[config.mk]
export PLATFORM = sky130hd
export DESIGN_NAME = uart_tx_mmio_flat
export DESIGN_NICKNAME = d
export VERILOG_FILES = /design/src/rtl/uart_pkg.sv /design/src/rtl/uart_tx_mmio_if.sv /design/src/rtl/uart_fifo.sv /design/src/rtl/uart_tx_mmio.sv /design/src/flat_wrapper.sv
export SDC_FILE = /design/constraint.sdc
export NUM_CORES = 1
export LEC_CHECK = 0
export ABC_AREA = 1
export CORE_ASPECT_RATIO = 0.8
export CORE_MARGIN = 2
export CORE_UTILIZATION = 26
export CTS_BUF_LIST = sky130_fd_sc_hd__clkbuf_8
export CTS_CLUSTER_SIZE = 30
export DETAILED_ROUTE_END_ITERATION = 12
export GPL_TIMING_DRIVEN = 0
export PLACE_DENSITY = 0.47
export SYNTH_ARGS = -nofsm -noshare
export SYNTH_HDL_FRONTEND = slang
export SYNTH_SLANG_ARGS = --single-unit
[constraint.sdc]
create_clock -name clk -period 4.9 [get_ports clk]
set_clock_uncertainty 0.05 [all_clocks]
set_input_delay 0.735 -clock clk [delete_from_list [all_inputs] [get_ports clk]]
set_output_delay 0.735 -clock clk [all_outputs]
set_load 0.1 [all_outputs]
[src/rtl/uart_pkg.sv]
// Shared types and register map for the memory-mapped UART transmitter.
package uart_pkg;

  typedef enum logic [1:0] {
    IDLE  = 2'd0,
    START = 2'd1,
    DATA  = 2'd2,
    STOP  = 2'd3
  } uart_state_t;

  localparam logic [2:0] TXDATA_OFF = 3'd0;
  localparam logic [2:0] STATUS_OFF = 3'd4;

  localparam int BUSY    = 0;
  localparam int FULL    = 1;
  localparam int EMPTY   = 2;
  localparam int OVF     = 3;
  localparam int CNT_LSB = 8;

  function automatic logic [31:0] pack_status(input logic busy, input logic full,
                                              input logic empty, input logic ovf,
                                              input logic [4:0] cnt);
    logic [31:0] s;
    s              = '0;
    s[BUSY]        = busy;
    s[FULL]        = full;
    s[EMPTY]       = empty;
    s[OVF]         = ovf;
    s[CNT_LSB +: 5] = cnt;
    return s;
  endfunction

endpackage

[src/rtl/uart_tx_mmio_if.sv]
// Datapath store/load bus as seen by the UART: write enable, address, data, read-back and decode hit.
interface uart_tx_mmio_if;
  logic [1:0]  WE;
  logic [31:0] ADDR;
  logic [31:0] WD;
  logic [31:0] RD;
  logic        Hit;

  modport master (output WE, output ADDR, output WD, input RD, input Hit);
  modport slave  (input WE, input ADDR, input WD, output RD, output Hit);
endinterface

[src/rtl/uart_fifo.sv]
// Synchronous FIFO with combinational head; pushes when full are ignored unless a pop frees the slot.
module uart_fifo #(
  parameter int WIDTH = 8,
  parameter int DEPTH = 16
) (
  input  logic                   clk,
  input  logic                   reset,
  input  logic                   push,
  input  logic                   pop,
  input  logic [WIDTH-1:0]       din,
  output logic [WIDTH-1:0]       dout,
  output logic                   full,
  output logic                   empty,
  output logic [$clog2(DEPTH):0] count
);

  localparam int AW = $clog2(DEPTH);

  logic [WIDTH-1:0] mem [DEPTH];
  logic [AW-1:0]    wptr;
  logic [AW-1:0]    rptr;
  logic             wr_en;
  logic             rd_en;

  assign full  = (count == (AW+1)'(DEPTH));
  assign empty = (count == '0);
  assign rd_en = pop && !empty;
  assign wr_en = push && (!full || rd_en);
  assign dout  = mem[rptr];

  always_ff @(posedge clk or posedge reset) begin
    if (reset) begin
      wptr  <= '0;
      rptr  <= '0;
      count <= '0;
    end else begin
      if (wr_en) wptr <= wptr + 1'b1;
      if (rd_en) rptr <= rptr + 1'b1;
      count <= count + {{AW{1'b0}}, wr_en} - {{AW{1'b0}}, rd_en};
    end
  end

  always_ff @(posedge clk) begin
    if (wr_en) mem[wptr] <= din;
  end

endmodule

[src/rtl/uart_tx_mmio.sv]
// MMIO 8N1 UART transmitter: TXDATA stores queue bytes, STATUS reads combinationally.
// First start bit appears two edges after a store into an idle FIFO; stores to a full FIFO are dropped and flagged.
module uart_tx_mmio
  import uart_pkg::*;
#(
  parameter logic [31:0] BASE_ADDR  = 32'h0000_0400,
  parameter int          CLK_DIV    = 10417,
  parameter int          FIFO_DEPTH = 16
) (
  input  logic           clk,
  input  logic           reset,
  uart_tx_mmio_if.slave  bus,
  output logic           TX,
  output logic           TxIdle
);

  localparam int CW = $clog2(CLK_DIV);
  localparam int AW = $clog2(FIFO_DEPTH);
  localparam logic [CW-1:0] LAST = CW'(CLK_DIV - 1);

  uart_state_t state, state_n;
  logic [CW-1:0] baud_cnt, baud_cnt_n;
  logic [2:0]    bit_idx, bit_idx_n;
  logic [7:0]    shift, shift_n;
  logic          tx_n;
  logic          ovf;

  logic          wr, sel_status, push_req, push, pop;
  logic          full, empty;
  logic [7:0]    head;
  logic [AW:0]   count;
  logic          tick;
  logic          unused_bits;

  assign unused_bits = ^{bus.WD[31:8], bus.ADDR[1:0]};

  assign bus.Hit    = (bus.ADDR[31:3] == BASE_ADDR[31:3]);
  assign wr         = (bus.WE != 2'b00) && bus.Hit;
  assign sel_status = (bus.ADDR[2] == STATUS_OFF[2]);
  assign push_req   = wr && !sel_status;
  // A pop in the same cycle frees the slot, so a push against a full FIFO still lands.
  assign push       = push_req && (!full || pop);

  uart_fifo #(.WIDTH(8), .DEPTH(FIFO_DEPTH)) u_fifo (
    .clk   (clk),
    .reset (reset),
    .push  (push),
    .pop   (pop),
    .din   (bus.WD[7:0]),
    .dout  (head),
    .full  (full),
    .empty (empty),
    .count (count)
  );

  always_ff @(posedge clk or posedge reset) begin
    if (reset) begin
      ovf <= 1'b0;
    end else if (wr && sel_status) begin
      ovf <= 1'b0;
    end else if (push_req && !push) begin
      ovf <= 1'b1;
    end
  end

  always_comb begin
    bus.RD = '0;
    if (bus.Hit && sel_status) begin
      bus.RD = pack_status(state != IDLE, full, empty, ovf, 5'(count));
    end
  end

  assign TxIdle = empty && (state == IDLE);
  assign tick   = (baud_cnt == LAST);

  always_ff @(posedge clk or posedge reset) begin
    if (reset) begin
      state    <= IDLE;
      baud_cnt <= '0;
      bit_idx  <= '0;
      shift    <= '0;
      TX       <= 1'b1;
    end else begin
      state    <= state_n;
      baud_cnt <= baud_cnt_n;
      bit_idx  <= bit_idx_n;
      shift    <= shift_n;
      TX       <= tx_n;
    end
  end

  always_comb begin
    state_n    = state;
    baud_cnt_n = baud_cnt;
    bit_idx_n  = bit_idx;
    shift_n    = shift;
    pop        = 1'b0;
    tx_n       = 1'b1;
    case (state)
      IDLE: begin
        if (!empty) begin
          pop        = 1'b1;
          shift_n    = head;
          baud_cnt_n = '0;
          state_n    = START;
        end
      end
      START: begin
        if (tick) begin
          baud_cnt_n = '0;
          bit_idx_n  = '0;
          state_n    = DATA;
        end else begin
          baud_cnt_n = baud_cnt + 1'b1;
        end
      end
      DATA: begin
        if (tick) begin
          baud_cnt_n = '0;
          if (bit_idx == 3'd7) begin
            state_n = STOP;
          end else begin
            shift_n   = shift >> 1;
            bit_idx_n = bit_idx + 1'b1;
          end
        end else begin
          baud_cnt_n = baud_cnt + 1'b1;
        end
      end
      STOP: begin
        if (tick) begin
          baud_cnt_n = '0;
          if (!empty) begin
            pop     = 1'b1;
            shift_n = head;
            state_n = START;
          end else begin
            state_n = IDLE;
          end
        end else begin
          baud_cnt_n = baud_cnt + 1'b1;
        end
      end
      default: state_n = IDLE;
    endcase
    // The line register follows the state being entered, so TX changes exactly on bit boundaries.
    case (state_n)
      START:   tx_n = 1'b0;
      DATA:    tx_n = shift_n[0];
      default: tx_n = 1'b1;
    endcase
  end

endmodule

[src/flat_wrapper.sv]
// flat-port wrapper written by rule: the top's interface ports become plain ports
module uart_tx_mmio_flat import uart_pkg::*;
#(
  parameter logic [31:0] BASE_ADDR  = 32'h0000_0400,
  parameter int          CLK_DIV    = 10417,
  parameter int          FIFO_DEPTH = 16
)
  (clk, reset, TX, TxIdle, bus_WE, bus_ADDR, bus_WD, bus_RD, bus_Hit);
  uart_tx_mmio_if bus_i ();
  input  logic clk;
  input  logic reset;
  output logic TX;
  output logic TxIdle;
  input wire logic [$bits(bus_i.WE)-1:0] bus_WE;
  input wire logic [$bits(bus_i.ADDR)-1:0] bus_ADDR;
  input wire logic [$bits(bus_i.WD)-1:0] bus_WD;
  output wire logic [$bits(bus_i.RD)-1:0] bus_RD;
  output wire logic [$bits(bus_i.Hit)-1:0] bus_Hit;
  assign bus_i.WE = bus_WE;
  assign bus_i.ADDR = bus_ADDR;
  assign bus_i.WD = bus_WD;
  assign bus_RD = bus_i.RD;
  assign bus_Hit = bus_i.Hit;
  uart_tx_mmio #(.BASE_ADDR(BASE_ADDR), .CLK_DIV(CLK_DIV), .FIFO_DEPTH(FIFO_DEPTH)) u_core (.clk(clk), .reset(reset), .bus(bus_i), .TX(TX), .TxIdle(TxIdle));
endmodule
## Word-level counts from Yosys, hierarchy flattened

Memory sizes are Yosys's and may differ from the RTL's.
Index checks and enable logic that the tools add are counted.

| storage, ports and cells | value |
|---|---|
| register bits after elaboration | 42 |
| latch bits | 0 |
| memory bits (writable) | 128 |
| memory bits (read-only) | 0 |
| input port bits | 68 |
| output and inout bits | 35 |
| logic and storage cells | 84 |
| memories | 1 |

Memories:

| name | depth | width | read ports | clocked after Yosys merged registers in | wr ports | line | text |
|---|---|---|---|---|---|---|---|
| u_core.u_fifo.mem | 16 | 8 | 1 | 0 | 1 | uart_fifo.sv:19 | `logic [WIDTH-1:0] mem [DEPTH];` |

| operators by class | value |
|---|---|
| add/sub/neg operators | 6 |
| multiply operators | 0 |
| divide/modulo/power cells | 0 |
| magnitude comparators | 0 |
| equality and inequality tests | 14 |
| shift operators | 0 |
| multiplexer cells | 28 |
| bitwise gates (word level) | 0 |
| reduce and logical (&&, ||, !) cells | 25 |

Operator list:

| cell | count |
|---|---|
| 8-bit 2-to-1 mux | 4 |
| 29-bit by 8-bit equality test with 1-bit output (second input constant) | 1 |
| 14-bit 2-to-1 mux | 2 |
| 14-bit one-hot mux with 2 select lines | 1 |
| 8-bit one-hot mux with 3 select lines | 1 |
| 14-bit by 1-bit adder with 14-bit output (second input constant) | 1 |
| 14-bit equality test (second input constant) | 1 |
| 13-bit 2-to-1 mux | 1 |
| 2-bit 2-to-1 mux | 5 |
| 1-bit logical AND | 9 |
| 3-bit 2-to-1 mux | 3 |
| 4-bit by 1-bit adder with 4-bit output (second input constant) | 2 |
| 2-bit one-hot mux with 4 select lines | 1 |
| 4-bit AND reduction | 2 |
| 2-bit nonzero test | 4 |
| 1-bit 2-to-1 mux | 7 |
| 2-bit equality test (second input constant) | 3 |
| 2-bit by 1-bit inequality test with 1-bit output (second input constant) | 3 |
| 3-bit one-hot mux with 2 select lines | 1 |
| 5-bit by 1-bit adder with 5-bit output | 1 |
| 5-bit equality test (second input constant) | 1 |
| 5-bit logical NOT | 1 |
| 5-bit by 1-bit subtractor with 5-bit output | 1 |
| 2-bit by 1-bit equality test with 1-bit output (second input constant) | 2 |
| 9 further kinds | 15 |

## Longest topological paths before layout

Gate-level depths: netlist of the first run.

| depth | value |
|---|---|
| depth in word-level cells | 10 |
| gate-level depth with buffers | 18 |
| gate-level depth less buffers | 18 |

## Cells and area by module

A second synthesis of the first run with hierarchy kept.

| unflattened totals | value |
|---|---|
| cell total of the unflattened synthesis | 968 |
| area, all modules | 8719.6 µm² |

By module, submodules not included:

| module | instances | cells each | area each (µm²) | sequential area each (µm²) |
|---|---|---|---|---|
| uart_fifo | 1 | 623 | 6288.5 | 4169.0 |
| uart_tx_mmio | 1 | 345 | 2431.1 | 726.9 |

## Worst setup path after synthesis of the first run

No wires, ideal clock.

| path | value |
|---|---|
| path type | input port to output port |
| from | input port bus_ADDR[24] |
| to | output port bus_RD[1] |
| arrival | 4.593 ns |
| required time | 4.115 ns |
| path slack | -0.478 ns |
| cell stages on the path | 5 |
| buffers on the path | 0 |
| cell sequence | or2_2 > nor4_2 > and2_1 > nand2_1 > nor3_1 |

| on the way | value |
|---|---|
| word-level cells in the longest chain between the ends | 3 |

RTL lines:

| what | line | text |
|---|---|---|
| start, declared | flat_wrapper.sv:15 | `input wire logic [$bits(bus_i.ADDR)-1:0] bus_ADDR;` |
| 29-bit by 8-bit equality test with 1-bit output | uart_tx_mmio.sv:37 | `assign bus.Hit = (bus.ADDR[31:3] == BASE_ADDR[31:3]);` |
| net bus_Hit | flat_wrapper.sv:18 | `output wire logic [$bits(bus_i.Hit)-1:0] bus_Hit;` |
| 1-bit logical AND | uart_tx_mmio.sv:68 | `if (bus.Hit && sel_status) begin` |
| 13-bit 2-to-1 mux | uart_tx_mmio.sv:68 |  |
| end, declared | flat_wrapper.sv:17 | `output wire logic [$bits(bus_i.RD)-1:0] bus_RD;` |

The timed path passes the listed nets, and every way through them passes these cells.

## Worst setup path after layout of the first run

| path | value |
|---|---|
| from | input port bus_ADDR[24] |
| to | output port bus_RD[1] |

| on the way | value |
|---|---|
| word-level cells in the longest chain between the ends | 3 |

RTL lines:

| what | line |
|---|---|
| 29-bit by 8-bit equality test with 1-bit output | uart_tx_mmio.sv:37 |
| 1-bit logical AND | uart_tx_mmio.sv:68 |
| 13-bit 2-to-1 mux | uart_tx_mmio.sv:68 |

No other way between the ends.

==> results of run 1 <==
[metal layers]
metal | part of all wire | up-vias
met2 | 0.44 | 155
met5 | 0 | -
met3 | 0.059 | 12
li1 | - | 2898
met1 | 0.49 | 2835
met4 | 0.0090 | 0
[flip-flops by register name (all words and copies together), names as in the netlist]
| signal | cells |
|---|---|
| u_core.TX | 1 |
| u_core.u_fifo.count | 5 |
| u_core.u_fifo.wptr | 4 |
| u_core.state | 2 |
| u_core.bit_idx | 3 |
| u_core.u_fifo.rptr | 4 |
| u_core.shift | 8 |
| u_core.u_fifo.mem | 128 |
| u_core.baud_cnt | 14 |
| u_core.ovf | 1 |
[worst max-delay path by stage]
stage / from / to
floorplan: bus_ADDR[24] / bus_RD[0]
global route: bus_ADDR[16] / bus_RD[10]
CTS: bus_ADDR[24] / bus_RD[3]
global placement: bus_ADDR[24] / bus_RD[3]
finish: bus_ADDR[24] / bus_RD[1]
detailed placement: bus_ADDR[24] / bus_RD[3]
[layout make-up]
type                            instances  area [um^2]
Clock buffer                           17        234.0
Multi-Input combinational cell        547         2899
Fill cell                            3292        21530
Clock inverter                         15        177.7
Buffer                                 48        271.5
Inverter                               70        262.8
Tap cell                              420        525.5
Timing Repair Buffer                   54        550.5
Sequential cell                       170         4896
[power by group]
part,internal [mW],switching [mW],leakage (nW)
sequential,1.55,0.0000352,1.67
combinational,0.0461,0.115,1.80
clock,0.431,0.606,0.206
[cell families after synthesis]
kind of cell,count (synthesis),share of synthesized area
adders and majority gates,22,0.03431
muxes,1,0.001215
AOI/OAI and AO/OA,119,0.08593
xor gates and xnor gates,18,0.01913
DFF,170,0.5940
buffers and inverters,118,0.06483
and+or+nand+nor,364,0.2001
other,1,0.0004550
[synth_stat cells, types with 2 or more instances]
cell type	n	area share
sky130_fd_sc_hd__o21ai_0	66	0.040
sky130_fd_sc_hd__ha_1	21	0.032
sky130_fd_sc_hd__a21oi_1	4	0.0024
sky130_fd_sc_hd__nand2_4	3	0.0041
sky130_fd_sc_hd__buf_2	4	0.0024
sky130_fd_sc_hd__nand2_1	121	0.055
sky130_fd_sc_hd__nand3_1	49	0.030
sky130_fd_sc_hd__nor4_1	2	0.0015
sky130_fd_sc_hd__o211ai_1	31	0.028
sky130_fd_sc_hd__or2_1	3	0.0023
sky130_fd_sc_hd__a22o_1	2	0.0021
sky130_fd_sc_hd__inv_1	63	0.029
sky130_fd_sc_hd__nor4_2	2	0.0030
sky130_fd_sc_hd__xnor2_1	5	0.0053
sky130_fd_sc_hd__buf_1	2	0.00091
sky130_fd_sc_hd__xor2_1	13	0.014
sky130_fd_sc_hd__nor2_2	3	0.0023
sky130_fd_sc_hd__nor2_1	151	0.069
sky130_fd_sc_hd__nor3_1	5	0.0030
sky130_fd_sc_hd__nand4_1	7	0.0053
sky130_fd_sc_hd__o21ai_1	7	0.0043
sky130_fd_sc_hd__inv_2	6	0.0027
sky130_fd_sc_hd__nand3_4	4	0.0085
sky130_fd_sc_hd__nand2_2	3	0.0023
sky130_fd_sc_hd__dfrtp_1	41	0.12
sky130_fd_sc_hd__buf_4	23	0.021
sky130_fd_sc_hd__nor2_4	4	0.0055
sky130_fd_sc_hd__o22ai_1	5	0.0038
sky130_fd_sc_hd__clkbuf_1	19	0.0087
sky130_fd_sc_hd__edfxtp_1	128	0.47
sky130_fd_sc_hd__or2_2	4	0.0030
[critical path: cells and delay by family]
family                 cells  cell delay (ps)
AND/OR/NAND/NOR            5             1200
buffers and inverters      2             1560
==> flow_summary.yaml, run 1 <==
critical_path:
  ff2ff_path_depth: 18
  worst_r2r_startpoint: "u_core.baud_cnt[0]"
  setup.worst_path.class: "in -> out"
  critical_path.reg2reg.endpoint: "u_core.u_fifo.count[4]"
  timing.critical_path.mode_cell: "sky130_fd_sc_hd__clkdlybuf4s50_1"
  setup.reg_to_reg.worst_slack_ps: 1670
  timing.critical_path.slowest_cell_delay_ps: 1150
  timing.critical_path.cells: "clkdlybuf4s50_1 -> or2_2 -> nor4_2 -> and2_1 -> nand2_1 -> nor3_2 -> clkdlybuf4s50_1"
  worst_ep_arrival_time_ps: 3510
  crit_required_ps: 4120
  critical_path.max_fanout: 9
  critical_path.startpoint_type: "input port"
  worstSetupEndpointType: "primary output"
  slowest_stage: "sky130_fd_sc_hd__clkdlybuf4s50_1"
clock_tree:
  clk_pin_slew_worst_paths_ps: 100
  worst_skew_pair.late_latency_ps: 480
  cts-hold-fix-buffers: 0
  cts_tree: "done"
  cts_max_level: 4
  setup_bufs_post_cts: 0
  cts_num_sinks: 170
  post_cts_resized: 0
  cts-buffers-inserted: 17
  cts-root-to-sink-buffers: 2
  cts-root-buf: "sky130_fd_sc_hd__clkbuf_8"
global_route:
  grt_overflow_total: 0
  top_usage_layer: "met2"
  grt_usage: 0.1276
  met1_usage: 0.1846
  initial_antenna_violation_count: 0
  grt.met3_usage: 0.02434
  wire_length_of_the_first_global_routing_pass_um: 32020
  globalRouteMet2Util: 0.1940
  number_of_global_route_vias_before_repair: 5571
  grt_max_degree: 36
timing:
  timing_hold_violations_final: 0
  tns_ps: 0
  slew-limit-headroom: 0.3047
  maxSlewViolCount: 0
  worst_slew_pin_slew_ps: 1039
  layout_setup_ws_ps: 605.6
  number_of_failing_setup_endpoints_in_the_final_timing_report: 0
  fin_worst_hold_slack_ps: 434.7
  grt_setup_unrepaired: "no"
  min_period_ps: 4294
  max_clock_freq_ghz: 0.2329
  final_min_period_over_clock_period: 0.8764
final_layout:
  num_antenna_cells: 0
  layout.cells.most_common_list: "151 x sky130_fd_sc_hd__nor2_1, 128 x sky130_fd_sc_hd__edfxtp_1, 121 x sky130_fd_sc_hd__nand2_1"
  final_core_util: 0.3131
  postLayoutCellArea_mm2: 0.009817
  final_net_count: 998
  final_cells: 1341
  post_route_cells_drive_above_1_share: 0.1042
  syn2layout_area_growth_pct: 19.11
  leading_cell_type_in_the_layout_fill_and_taps_excluded: "sky130_fd_sc_hd__nor2_1"
logic_synthesis:
  syn-instance-count: 813
  synth_cell_type_count: 43
  synthArstFlopShare: 0.2471
  yosys_most_used_dff: "sky130_fd_sc_hd__edfxtp_1"
  synth-edff-count: 128
  mappedNetlistArea_mm2: 0.008242
  synth.yosys.warnings: 0
  avg_inst_size_synth_um2: 10.14
  synth-seq-area-share: 0.5940
  ys_seq_elements: 170
pwr:
  power-per-cell-area_mw_per_mm2: 279.8
  leakagePower_nw: 3.675
  power.total_mw: 2.747
  peakVddDrop_uv: 150.0
route:
  drtIter0Drc: 460
  routed_wire_length_per_instance_um: 15.22
  router_iterations_before_antenna_repair: 5
  post-route-drc-count: 0
  antenna_left: 0
  post_drt_via_cell_ratio: 4.400
  postRouteWirelength_um: 20410
  routed-via-count: 5900
placed_design:
  post-place-ws_ps: 534.6
  numPlacedInstances: 1309
  globalplace.congestion: 0.7967
  placedInstanceArea_mm2: 0.009405
  place.port_buffers: 53
  place_hpwl_um: 14420
floorplan:
  die_height_um: 163.2
  die_area_mm2: 0.03315
  rows: 58
  start_util: 0.2629
  floorplan.core_area_mm2: 0.03135
  die_x_um: 203.1
  pin_count: 103
run_status:
  outcome: "completed"
hold_path:
  holdCritPathClass: "in -> async"
flow_run:
  max_cap_viol_count: 0
No activity file was read; power rests on OpenSTA's default activity.
==> run 2: changes to the inputs <==
- SLEW_MARGIN: unset -> 20
==> run 2 against run 1 <==
Compared with the run above:
- sequential share of layout area barely moved
- hold slack improved by 12 ps
- clock-buffer cell count stayed put
- via count is 0.71% lower
- maximum frequency about the same
- cell count is the same
- critical path depth stayed put
- global-route usage about the same
- non-clock buffer count stayed put
- setup slack improved by 2.8 ps
- largest power group unchanged
- highest routed layer unchanged
==> flow_summary.yaml, run 2 (same netlist as run 1, synthesis figures left out) <==
clock_tree:
  cts-root-buf: "sky130_fd_sc_hd__clkbuf_8"
  cts-root-to-sink-buffers: 2
  worst_skew_pair.late_latency_ps: 470
  setup_bufs_post_cts: 0
  post_cts_resized: 0
  cts_max_level: 4
  cts_num_sinks: 170
  cts-hold-fix-buffers: 0
  clk_pin_slew_worst_paths_ps: 90
  cts_tree: "done"
  cts-buffers-inserted: 17
timing:
  fin_worst_hold_slack_ps: 447.1
  maxSlewViolCount: 0
  number_of_failing_setup_endpoints_in_the_final_timing_report: 0
  worst_slew_pin_slew_ps: 1024
  max_clock_freq_ghz: 0.2330
  tns_ps: 0
  final_min_period_over_clock_period: 0.8758
  slew-limit-headroom: 0.3149
  timing_hold_violations_final: 0
  min_period_ps: 4292
  grt_setup_unrepaired: "no"
final_layout:
  layout_top_registers: "u_core.u_fifo.mem (128), u_core.baud_cnt (14), u_core.shift (8)"
  layout.cells.most_common_list: "151 x sky130_fd_sc_hd__nor2_1, 128 x sky130_fd_sc_hd__edfxtp_1, 121 x sky130_fd_sc_hd__nand2_1"
  leading_cell_type_in_the_layout_fill_and_taps_excluded: "sky130_fd_sc_hd__nor2_1"
  largest_reg_flops: 128
  num_antenna_cells: 0
  post_route_cells_drive_above_1_share: 0.1031
  syn2layout_area_growth_pct: 19.13
  final_net_count: 998
  number_of_fillers_in_the_final_layout: 3278
  max_flop_register: "u_core.u_fifo.mem"
run_status:
  outcome: "completed"
critical_path:
  worst_ep_arrival_time_ps: 3510
  crit_required_ps: 4120
  critical_path.max_fanout: 9
  worstSetupEndpointType: "primary output"
  critical_path.startpoint_type: "input port"
  setup.worst_path.class: "in -> out"
  ff2ff_path_depth: 18
global_route:
  grt_max_degree: 25
  number_of_global_route_vias_before_repair: 5557
  grt_overflow_total: 0
  grt_usage: 0.1278
  initial_antenna_violation_count: 0
  wire_length_of_the_first_global_routing_pass_um: 32250
pwr:
  power.total_mw: 2.742
  peakVddDrop_uv: 159.4
  leakagePower_nw: 3.676
  power-per-cell-area_mw_per_mm2: 279.3
route:
  routed_wire_length_per_instance_um: 15.15
  post_drt_via_cell_ratio: 4.368
  router_iterations_before_antenna_repair: 5
  route.top_layer_used: "met4"
  drtIter0Drc: 475
  postRouteWirelength_um: 20310
  wirelength_met1_um: 9979
  met3_wirelength_um: 1063
  post-route-drc-count: 0
  antenna_left: 0
  routed-via-count: 5858
  wl_met2_um: 9089
floorplan:
  die_height_um: 163.2
  rows: 58
  start_util: 0.2629
  die_x_um: 203.1
  die_area_mm2: 0.03315
  pin_count: 103
  floorplan.core_area_mm2: 0.03135
placed_design:
  place_hpwl_um: 14410
  place.port_buffers: 53
  globalplace.congestion: 0.7967
flow_run:
  max_cap_viol_count: 0
hold_path:
  holdCritPathClass: "reg -> reg"
  hold_depth: 1
run 2: cell types whose count changed in the layout (fill, tap and decap cells not counted), sizes merged:
| cell | before | now |
|---|---|---|
| clkinv | 7 | 4 |
| inv | 76 | 79 |
run 2: stage by stage:
| step | area (um^2) | util | instances | worst slack (ps) |
|---|---|---|---|---|
| after floorplan | 8329 | - | 835 | 266.9 |
| after global placement | 9385 | 0.2994 | 1308 | 542.1 |
| after CTS | 9818 | 0.3132 | 1341 | 521.6 |
| after detailed placement | 9413 | 0.3002 | 1309 | 527.0 |
| after global routing | 9818 | 0.3132 | 1341 | 330.9 |
| final | 9818 | 0.3132 | 1341 | 608.4 |
run 2: layout make-up:
cell class | instances | area [um^2] | area share
Inverter | 70 | 262.8 | 0.02676
Clock buffer | 17 | 234.0 | 0.02383
Sequential cell | 170 | 4896 | 0.4987
Clock inverter | 15 | 171.4 | 0.01746
Multi-Input combinational cell | 547 | 2899 | 0.2953
Tap cell | 420 | 525.5 | 0.05352
Buffer | 48 | 271.5 | 0.02765
Timing Repair Buffer | 54 | 558.0 | 0.05684
run 2: layer usage:
| metal | vias to the layer above | global-route usage |
|---|---|---|
| met4 | 0 | 0.03384 |
| met5 | - | 0 |
| met1 | 2810 | 0.1846 |
| met3 | 10 | 0.02075 |
| li1 | 2895 | - |
| met2 | 143 | 0.1986 |
run 2: final timing paths:
| check | slack [ps] | to | startpoint |
|---|---|---|---|
| setup / recovery | 610 | bus_RD[1] | bus_ADDR[24] |
| hold / removal | 450 | u_core.ovf | u_core.ovf |
| setup reg to reg | 1680 | u_core.u_fifo.count[4] | u_core.baud_cnt[0] |
| hold reg to reg | 450 | u_core.ovf | u_core.ovf |
| max in group asynchronous | 3610 | u_core.TX | reset |
| min in group asynchronous | 600 | u_core.u_fifo.count[2] | reset |
run 2: report_power, final:
| part | total (mW) | internal, mW | switching [mW] | leakage, nW |
|---|---|---|---|---|
| Clock | 1.03 | 0.432 | 0.600 | 0.203 |
| Combinational | 0.161 | 0.0467 | 0.114 | 1.80 |
| Sequential | 1.55 | 1.55 | 0.0000316 | 1.67 |
| Total | 2.74 | 2.03 | 0.715 | 3.68 |
run 2: worst max-delay path: stages:
cell	delay, ps
sky130_fd_sc_hd__clkdlybuf4s50_1	410
sky130_fd_sc_hd__or2_2	300
sky130_fd_sc_hd__nor4_2	310
sky130_fd_sc_hd__and2_1	210
sky130_fd_sc_hd__nand2_1	220
sky130_fd_sc_hd__nor3_2	160
sky130_fd_sc_hd__clkdlybuf4s50_1	1150
